--- config.mk ---
export PLATFORM = sky130hd
export DESIGN_NAME = vga_timing_gen
export DESIGN_NICKNAME = d
export VERILOG_FILES = /design/src/rtl/vga_timing_pkg.sv /design/src/rtl/pix_tick_gen.sv /design/src/rtl/vga_timing_gen.sv
export SDC_FILE = /design/constraint.sdc
export NUM_CORES = 1
export LEC_CHECK = 0
export CAP_MARGIN = 15
export CORE_UTILIZATION = 52
export CTS_CLUSTER_SIZE = 25
export DETAILED_ROUTE_END_ITERATION = 12
export GPL_TIMING_DRIVEN = 1
export PLACE_DENSITY = 0.79
export SLEW_MARGIN = 25
export SYNTH_ARGS = -nofsm -noshare
export SYNTH_HDL_FRONTEND = slang
export SYNTH_SLANG_ARGS = --single-unit
--- constraint.sdc ---
create_clock -name clk -period 3.15 [get_ports clk]
set_clock_uncertainty 0.1 [all_clocks]
set_input_delay 0.315 -clock clk [delete_from_list [all_inputs] [get_ports clk]]
set_output_delay 0.315 -clock clk [all_outputs]
set_load 0.01 [all_outputs]
--- src/rtl/vga_timing_pkg.sv ---
// Default 640x480@60 raster constants and derived sync windows shared by the video timing blocks.
// Coordinates are unsigned and CW bits wide throughout the subsystem.
package vga_timing_pkg;

    localparam int CW = 10;

    localparam int   DEF_CLK_DIV     = 4;
    localparam int   DEF_H_ACTIVE    = 640;
    localparam int   DEF_H_FP        = 16;
    localparam int   DEF_H_SYNC      = 96;
    localparam int   DEF_H_BP        = 48;
    localparam int   DEF_V_ACTIVE    = 480;
    localparam int   DEF_V_FP        = 10;
    localparam int   DEF_V_SYNC      = 2;
    localparam int   DEF_V_BP        = 33;
    localparam logic DEF_SYNC_ACTIVE = 1'b0;
    localparam int   DEF_SYNC_DLY    = 1;

    localparam int H_TOTAL  = DEF_H_ACTIVE + DEF_H_FP + DEF_H_SYNC + DEF_H_BP;
    localparam int V_TOTAL  = DEF_V_ACTIVE + DEF_V_FP + DEF_V_SYNC + DEF_V_BP;
    localparam int HS_START = DEF_H_ACTIVE + DEF_H_FP;
    localparam int HS_END   = HS_START + DEF_H_SYNC - 1;
    localparam int VS_START = DEF_V_ACTIVE + DEF_V_FP;
    localparam int VS_END   = VS_START + DEF_V_SYNC - 1;

    // Inclusive window test on an unsigned coordinate.
    function automatic logic in_window(input logic [CW-1:0] v, input int lo, input int hi);
        return (v >= CW'(lo)) && (v <= CW'(hi));
    endfunction

endpackage

--- src/rtl/pix_tick_gen.sv ---
// Pixel-rate enable: one-clk pulse every CLK_DIV clocks, first pulse at edge CLK_DIV after reset.
// CLK_DIV = 1 yields a permanently asserted enable.
module pix_tick_gen #(
    parameter int CLK_DIV = 4
) (
    input  logic clk,
    input  logic rst,
    output logic pix_tick
);

    localparam int DW = (CLK_DIV > 1) ? $clog2(CLK_DIV) : 1;
    localparam logic [DW-1:0] LAST = DW'(CLK_DIV - 1);

    if (CLK_DIV < 1) begin : g_bad_div
        $error("pix_tick_gen: CLK_DIV must be >= 1");
    end

    logic [DW-1:0] r_div_cnt;
    logic          r_tick;

    always_ff @(posedge clk or posedge rst) begin
        if (rst) begin
            r_div_cnt <= '0;
            r_tick    <= 1'b0;
        end else begin
            r_div_cnt <= (r_div_cnt == LAST) ? '0 : r_div_cnt + DW'(1);
            r_tick    <= (r_div_cnt == LAST);
        end
    end

    assign pix_tick = r_tick;

endmodule

--- src/rtl/vga_timing_gen.sv ---
// Raster counters, vid_on qualifier and VGA syncs; syncs are delayed SYNC_DLY clks so they line up
// with the downstream registered pixel colour. Decodes use next-state counters so they align with pixel_x/y.
module vga_timing_gen
    import vga_timing_pkg::*;
#(
    parameter int   CLK_DIV     = DEF_CLK_DIV,
    parameter int   H_ACTIVE    = DEF_H_ACTIVE,
    parameter int   H_FP        = DEF_H_FP,
    parameter int   H_SYNC      = DEF_H_SYNC,
    parameter int   H_BP        = DEF_H_BP,
    parameter int   V_ACTIVE    = DEF_V_ACTIVE,
    parameter int   V_FP        = DEF_V_FP,
    parameter int   V_SYNC      = DEF_V_SYNC,
    parameter int   V_BP        = DEF_V_BP,
    parameter logic SYNC_ACTIVE = DEF_SYNC_ACTIVE,
    parameter int   SYNC_DLY    = DEF_SYNC_DLY
) (
    input  logic          clk,
    input  logic          rst,
    output logic          pix_tick,
    output logic [CW-1:0] pixel_x,
    output logic [CW-1:0] pixel_y,
    output logic          vid_on,
    output logic          hsync,
    output logic          vsync,
    output logic          frame_start
);

    localparam int H_TOT = H_ACTIVE + H_FP + H_SYNC + H_BP;
    localparam int V_TOT = V_ACTIVE + V_FP + V_SYNC + V_BP;
    localparam int HS_LO = H_ACTIVE + H_FP;
    localparam int HS_HI = HS_LO + H_SYNC - 1;
    localparam int VS_LO = V_ACTIVE + V_FP;
    localparam int VS_HI = VS_LO + V_SYNC - 1;
    localparam logic [CW-1:0] H_LAST = CW'(H_TOT - 1);
    localparam logic [CW-1:0] V_LAST = CW'(V_TOT - 1);

    if ((H_TOT > (1 << CW)) || (V_TOT > (1 << CW))) begin : g_bad_geom
        $error("vga_timing_gen: H_TOTAL/V_TOTAL exceed the coordinate range");
    end

    logic          w_tick;
    logic [CW-1:0] w_x_nxt;
    logic [CW-1:0] w_y_nxt;
    logic [CW-1:0] r_x;
    logic [CW-1:0] r_y;
    logic          r_vid;
    logic          r_hs_raw;
    logic          r_vs_raw;
    logic          r_frame;

    pix_tick_gen #(.CLK_DIV(CLK_DIV)) u_tick (
        .clk      (clk),
        .rst      (rst),
        .pix_tick (w_tick)
    );

    always_comb begin
        w_x_nxt = r_x;
        w_y_nxt = r_y;
        if (w_tick) begin
            if (r_x == H_LAST) begin
                w_x_nxt = '0;
                w_y_nxt = (r_y == V_LAST) ? '0 : r_y + CW'(1);
            end else begin
                w_x_nxt = r_x + CW'(1);
            end
        end
    end

    always_ff @(posedge clk or posedge rst) begin
        if (rst) begin
            r_x      <= '0;
            r_y      <= '0;
            r_vid    <= 1'b0;
            r_hs_raw <= ~SYNC_ACTIVE;
            r_vs_raw <= ~SYNC_ACTIVE;
            r_frame  <= 1'b0;
        end else begin
            r_x      <= w_x_nxt;
            r_y      <= w_y_nxt;
            r_vid    <= (w_x_nxt < CW'(H_ACTIVE)) && (w_y_nxt < CW'(V_ACTIVE));
            r_hs_raw <= in_window(w_x_nxt, HS_LO, HS_HI) ? SYNC_ACTIVE : ~SYNC_ACTIVE;
            r_vs_raw <= in_window(w_y_nxt, VS_LO, VS_HI) ? SYNC_ACTIVE : ~SYNC_ACTIVE;
            r_frame  <= w_tick && (r_x == H_LAST) && (r_y == V_LAST);
        end
    end

    // Delay line resets to the idle level so a reset never leaves a partial sync pulse in flight.
    if (SYNC_DLY == 0) begin : g_nodly
        assign hsync = r_hs_raw;
        assign vsync = r_vs_raw;
    end else begin : g_dly
        logic [SYNC_DLY-1:0] r_hs_sr;
        logic [SYNC_DLY-1:0] r_vs_sr;

        always_ff @(posedge clk or posedge rst) begin
            if (rst) begin
                r_hs_sr <= {SYNC_DLY{~SYNC_ACTIVE}};
                r_vs_sr <= {SYNC_DLY{~SYNC_ACTIVE}};
            end else begin
                r_hs_sr[0] <= r_hs_raw;
                r_vs_sr[0] <= r_vs_raw;
                for (int i = 1; i < SYNC_DLY; i++) begin
                    r_hs_sr[i] <= r_hs_sr[i-1];
                    r_vs_sr[i] <= r_vs_sr[i-1];
                end
            end
        end

        assign hsync = r_hs_sr[SYNC_DLY-1];
        assign vsync = r_vs_sr[SYNC_DLY-1];
    end

    assign pix_tick    = w_tick;
    assign pixel_x     = r_x;
    assign pixel_y     = r_y;
    assign vid_on      = r_vid;
    assign frame_start = r_frame;

endmodule

# After elaboration in Yosys (flattened, before gate mapping)
# Cells that the tools add are included.
classes:
  n_eq_ne: 3
  order_cmp: 6
  n_mux: 8
  n_addsub: 3
  n_reduce_logical: 5
op_table:
  columns: ["op", "count"]
  rows:
  - ["10-bit 2-to-1 mux", 5]
  - ["10-bit by 1-bit adder with 10-bit output, second input constant", 2]
  - ["10-bit equality test, second input constant", 2]
  - ["10-bit greater-or-equal comparator, second input constant", 1]
  - ["10-bit by 9-bit greater-or-equal comparator with 1-bit output, second input constant", 1]
  - ["10-bit less-or-equal comparator, second input constant", 1]
  - ["10-bit by 9-bit less-or-equal comparator with 1-bit output, second input constant", 1]
  - ["10-bit less-than comparator, second input constant", 1]
  - ["10-bit by 9-bit less-than comparator with 1-bit output, second input constant", 1]
  - ["1-bit logical AND", 5]
  - ["2-bit by 1-bit adder with 2-bit output, second input constant", 1]
  - ["2-bit equality test, second input constant", 1]
  - ["1-bit 2-to-1 mux", 2]
  - ["2-bit 2-to-1 mux", 1]
totals:
  wordCells: 35
  inputBits: 2
  reg_bits: 29
  out_inout_bits: 25

# Logic depth before layout (Yosys ltp)
depth:
  word_depth: 7
  ltp_mapped: 7
  mapped_depth_nobuf: 7

# Hierarchy
# From an unflattened synthesis, not the netlist that was laid out.
hier_totals:
  hier_cells: 158
  hier_area_um2: 1616.6
modules_own_cells:
  columns: ["mod", "cells_per_inst", "seq_area_each_um2", "area_each_um2", "n_inst"]
  rows:
  - ["vga_timing_gen", 152, 655.6, 1521.5, 1]
  - ["pix_tick_gen", 6, 75.1, 95.1, 1]

# Least setup slack after synthesis
# OpenSTA, ideal clock, no wires.
synth_path:
  path_kind: "register -> register"
  start: "reg r_x[0] (netlist: pixel_x[0])"
  end: "reg r_vid (netlist: vid_on)"
  stages_incl_launch_ff: 8
  n_path_buf: 1
  required_time_ps: 2943
  arrival_ps: 2108
  slack_ps: 835
  synth_period_minus_slack_ps: 2315
  setup_time_ps: 107
  cell_sequence: "dfrtp_1 ha_1 nand4_2 or3_1 buf_6 o31a_1 o22a_1 a2111oi_4"
synth_between:
  elab_chain_cells: 5
  elab_cells_between_ends: 9
  cone_classes: "1 x add/sub; 2 x order compare; 1 x eq/ne; 4 x mux; 1 x reduce/logical"
synth_lines:
  columns: ["item", "line", "text"]
  rows:
  - ["start, declared", "vga_timing_gen.sv:45", "logic [CW-1:0] r_x;"]
  - ["start signal, assigned", "vga_timing_gen.sv:80", "r_x <= w_x_nxt;"]
  - ["10-bit by 1-bit adder with 10-bit output / 10-bit equality test (equally long branches)", "vga_timing_gen.sv:66, vga_timing_gen.sv:62", null]
  - ["10-bit 2-to-1 mux", "vga_timing_gen.sv:62", "if (r_x == H_LAST) begin"]
  - ["10-bit 2-to-1 mux", "vga_timing_gen.sv:61", "if (w_tick) begin"]
  - ["10-bit less-than comparator / 10-bit by 9-bit less-than comparator with 1-bit output (equally long branches)", "vga_timing_gen.sv:82", "r_vid <= (w_x_nxt < CW'(H_ACTIVE)) && (w_y_nxt < CW'(V_ACTIVE));"]
  - ["1-bit logical AND (*)", "vga_timing_gen.sv:82", null]
  - ["end signal, assigned", "vga_timing_gen.sv:82", null]
  - ["end, declared", "vga_timing_gen.sv:47", "logic r_vid;"]
# Mark *: on every way between the ends. The rest lies on a longest branch, timed or not.

# Worst setup path after layout
# Same ends and word-level chain as after synthesis.

==> run_results.csv <==
group,metric,value,unit
placement,place_area,1810,um^2
die,rows,19,
flow_run,drv_cap,0,
synthesis,synth-seq-cells,29,
timing,rsz0062_at_grt,"false",
setup_path,cp.required,3.28,ns
grt,grt_max_degree,30,
cts,cts_tree,"done",
timing,fin_crit,2.43,ns
die,dieWidth,56.4,um
setup_path,slowest_delay,0.49,ns
synthesis,synth_area_per_cell,9.99,um^2
detailed_routing,routed_wl,3340,um
synthesis,syn_inst,154,
status,outcome,"finished clean",
cts,clk_pin_slew,0.09,ns
placement,gp_congestion,0.834,
cts,post_cts_resized,0,
pwr,ir_worst_vdd,0.336,mV
cells_and_area,seq_area,731,um^2
synthesis,yosysSeqAreaShare,0.475,
cells_and_area,finalNonFillerCells,213,
setup_path,worstSetupStartpoint,"pixel_x[0]",
die,dieArea,3180,um^2
placement,placed_cells,205,
detailed_routing,ant_nets,0,
die,core_area,2780,um^2
timing,report.final.slew_viol_count,0,
synthesis,synth_edf_count,0,
cells_and_area,syn_to_final_growth,23.2,%
die,ios,27,
setup_path,crit_family,"compound AO/OA/AOI/OAI gates",
pwr,power_density,368,nW/um^2
cts,clock_path_buffers,2,
pwr,p_total,0.697,mW
setup_path,cp_max_fo,10,
grt,overflow,0,
grt,track_usage,0.245,
placement,hpwl,2350,um
setup_path,critical_path_class,"reg -> reg",
synthesis,synth_area_leaders,"dfrtp_1, dfstp_2, nand4_1",
grt,grt_pass1_wl,5810,um
synthesis,syn_area,1540,um^2
cts,postCtsHoldBufs,0,
synthesis,synth_top_area_share,0.407,
setup_path,crit_path_top_delay_cell,"or3_1",
grt,antenna_found_initial,0,
synthesis,synth_cell_types,43,
die,chipHeight,56.4,um
timing,worst_pin_slew,0.571,ns
setup_path,r2r-end,"vid_on",
timing,max_freq,412,MHz
die,initial_core_util,0.553,
cts,clkSinkCount,29,
setup_path,cp_cell_sequence,"ha_1 -> nand4_2 -> or3_1 -> o31a_1 -> o22a_1 -> a2111oi_4",
cts,cts_buffers,5,
setup_path,cp-end-kind,"flip-flop",
setup_path,reg2reg_setup_slack,0.72,ns
setup_path,crit_buf_inv,0,
synthesis,synth_commonest_cells,"dfrtp_1, nand2_1, nand4_1",
synthesis,yosysWarnings,0,
setup_path,crit_path_end,"vid_on",
timing,hold_violations,0,
placement,numPortBuffers,26,
detailed_routing,vias,1304,
cells_and_area,layout-drive-gt1-share,0.104,
synthesis,synth_ff_type,"dfrtp_1",
detailed_routing,routedWlPerCell,15.7,um
setup_path,rr_worst_depth,6,
detailed_routing,viasPerCell,6.12,
cts,cts_root_buffer,"clkbuf_4",
synthesis,yosys.cell_count.top_type,"dfrtp_1",
setup_path,crit_path_start_kind,"flip-flop",
cells_and_area,n_antenna_cell,0,
grt,grt_pass1_vias,1282,
timing,slew_headroom,0.619,
timing,fin_setup_tns,0,ns
cells_and_area,nets,187,
synthesis,postSynth.asyncResetShare,1.00,
setup_path,cp.depth,6,
cells_and_area,design_area,1890,um^2
setup_path,arrival,2.56,ns
hold_path,hold_class,"in -> async",
synthesis,syn_nets,160,
synthesis,synth_top_area_cell,"dfrtp_1",
cts,post-cts-setup-buffers,0,
pwr,cellLeakagePower,0.805,nW
setup_path,r2r-start,"pixel_x[0]",
cells_and_area,multi_input_area,731,um^2
cts,cts_max_level,2,
detailed_routing,remaining_drc_errors,0,
detailed_routing,drt_iter0_drc,75,
timing,setup_viol,0,
timing,finalCritPeriodShare,0.770,
detailed_routing,drt-pass1-iter-count,4,
cts,clock_insertion_delay_worst_skew,0.34,ns
cells_and_area,n_fill_cell,219,
==> through the flow <==
step           hold WS [ns]  utilization  setup slack, ns
6_report              0.243        0.681            0.723
5_1_grt               0.267        0.681            0.604
4_1_cts               0.260        0.681            0.732
3_5_place_dp          0.247        0.650            0.758
3_3_place_gp          0.246        0.650            0.824
2_1_floorplan         0.245            -            0.835
==> registers in the layout, summed over array words and instances (netlist names) <==
register and count:
u_tick.r_div_cnt 2, u_tick.pix_tick 1, vid_on 1, frame_start 1
pixel_y 10, r_vs_raw 1, r_hs_raw 1, vsync 1
pixel_x 10, hsync 1
==> layout by cell type (no fill, tap or decap), types with 2 or more instances in the layout <==
master and n:
nand4_1 12, xnor2_1 7, dfrtp_1 25, o21ai_0 8, nand4b_1 3, a21oi_1 3
clkdlybuf4s50_1 26, or3_1 4, nand2b_1 2, nand2_1 12, ha_1 4, and2_1 3
nor4bb_1 2, inv_1 10, and3_1 2, nor3_1 7, clkbuf_4 5, xor2_1 2
nand3_1 8, nor2_1 7, dfstp_2 4
==> cells by family (layout without fill, tap and decap cells) <==
| family | Yosys count | count (layout) | share of synthesized area |
|---|---|---|---|
| and+or+nand+nor | 70 | 70 | 0.273 |
| DFF | 29 | 29 | 0.475 |
| AOI/OAI and AO/OA | 23 | 23 | 0.112 |
| buffers and inverters | 18 | 46 | 0.0496 |
| xor gates and xnor gates | 9 | 9 | 0.0513 |
| adders and majority gates | 4 | 4 | 0.0325 |
| muxes | 1 | 1 | 0.00651 |
==> how the worst min path moves through the flow <==
stage	cells after the start	start	endpoint
6_report	2	rst	u_tick.r_div_cnt[1]
5_1_grt	0	r_hs_raw	hsync
4_1_cts	0	r_hs_raw	hsync
3_5_place_dp	0	r_hs_raw	hsync
3_3_place_gp	0	r_hs_raw	hsync
2_1_floorplan	0	r_hs_raw	hsync
==> worst register-to-register path, stage by stage (launching register included) <==
cell and delay, ns:
dfrtp_1 0.41, ha_1 0.24, nand4_2 0.16, or3_1 0.49, o31a_1 0.35, o22a_1 0.25
a2111oi_4 0.31
==> routing by layer <==
metal / vias to the layer above / share of wire / track usage
met3: 11 / 0.064 / 0.0899
met2: 60 / 0.48 / 0.378
met1: 624 / 0.43 / 0.303
li1: 609 / - / -
met5: - / 0 / 0
met4: 0 / 0.028 / 0.118
==> power by group <==
group          internal [mW]  total (mW)  switching, mW
sequential             0.372       0.372              0
clock                  0.189       0.316          0.127
combinational        0.00120     0.00798        0.00678
==> area by class of cell <==
class,instances,area share
timing repair buffer,27,0.141
inverter,11,0.0218
multi-input combinational,107,0.386
tap,31,0.0205
clock inverter,1,0.0159
clock buffer,7,0.0291
sequential,29,0.386
Power figures use the tool's default switching activity.
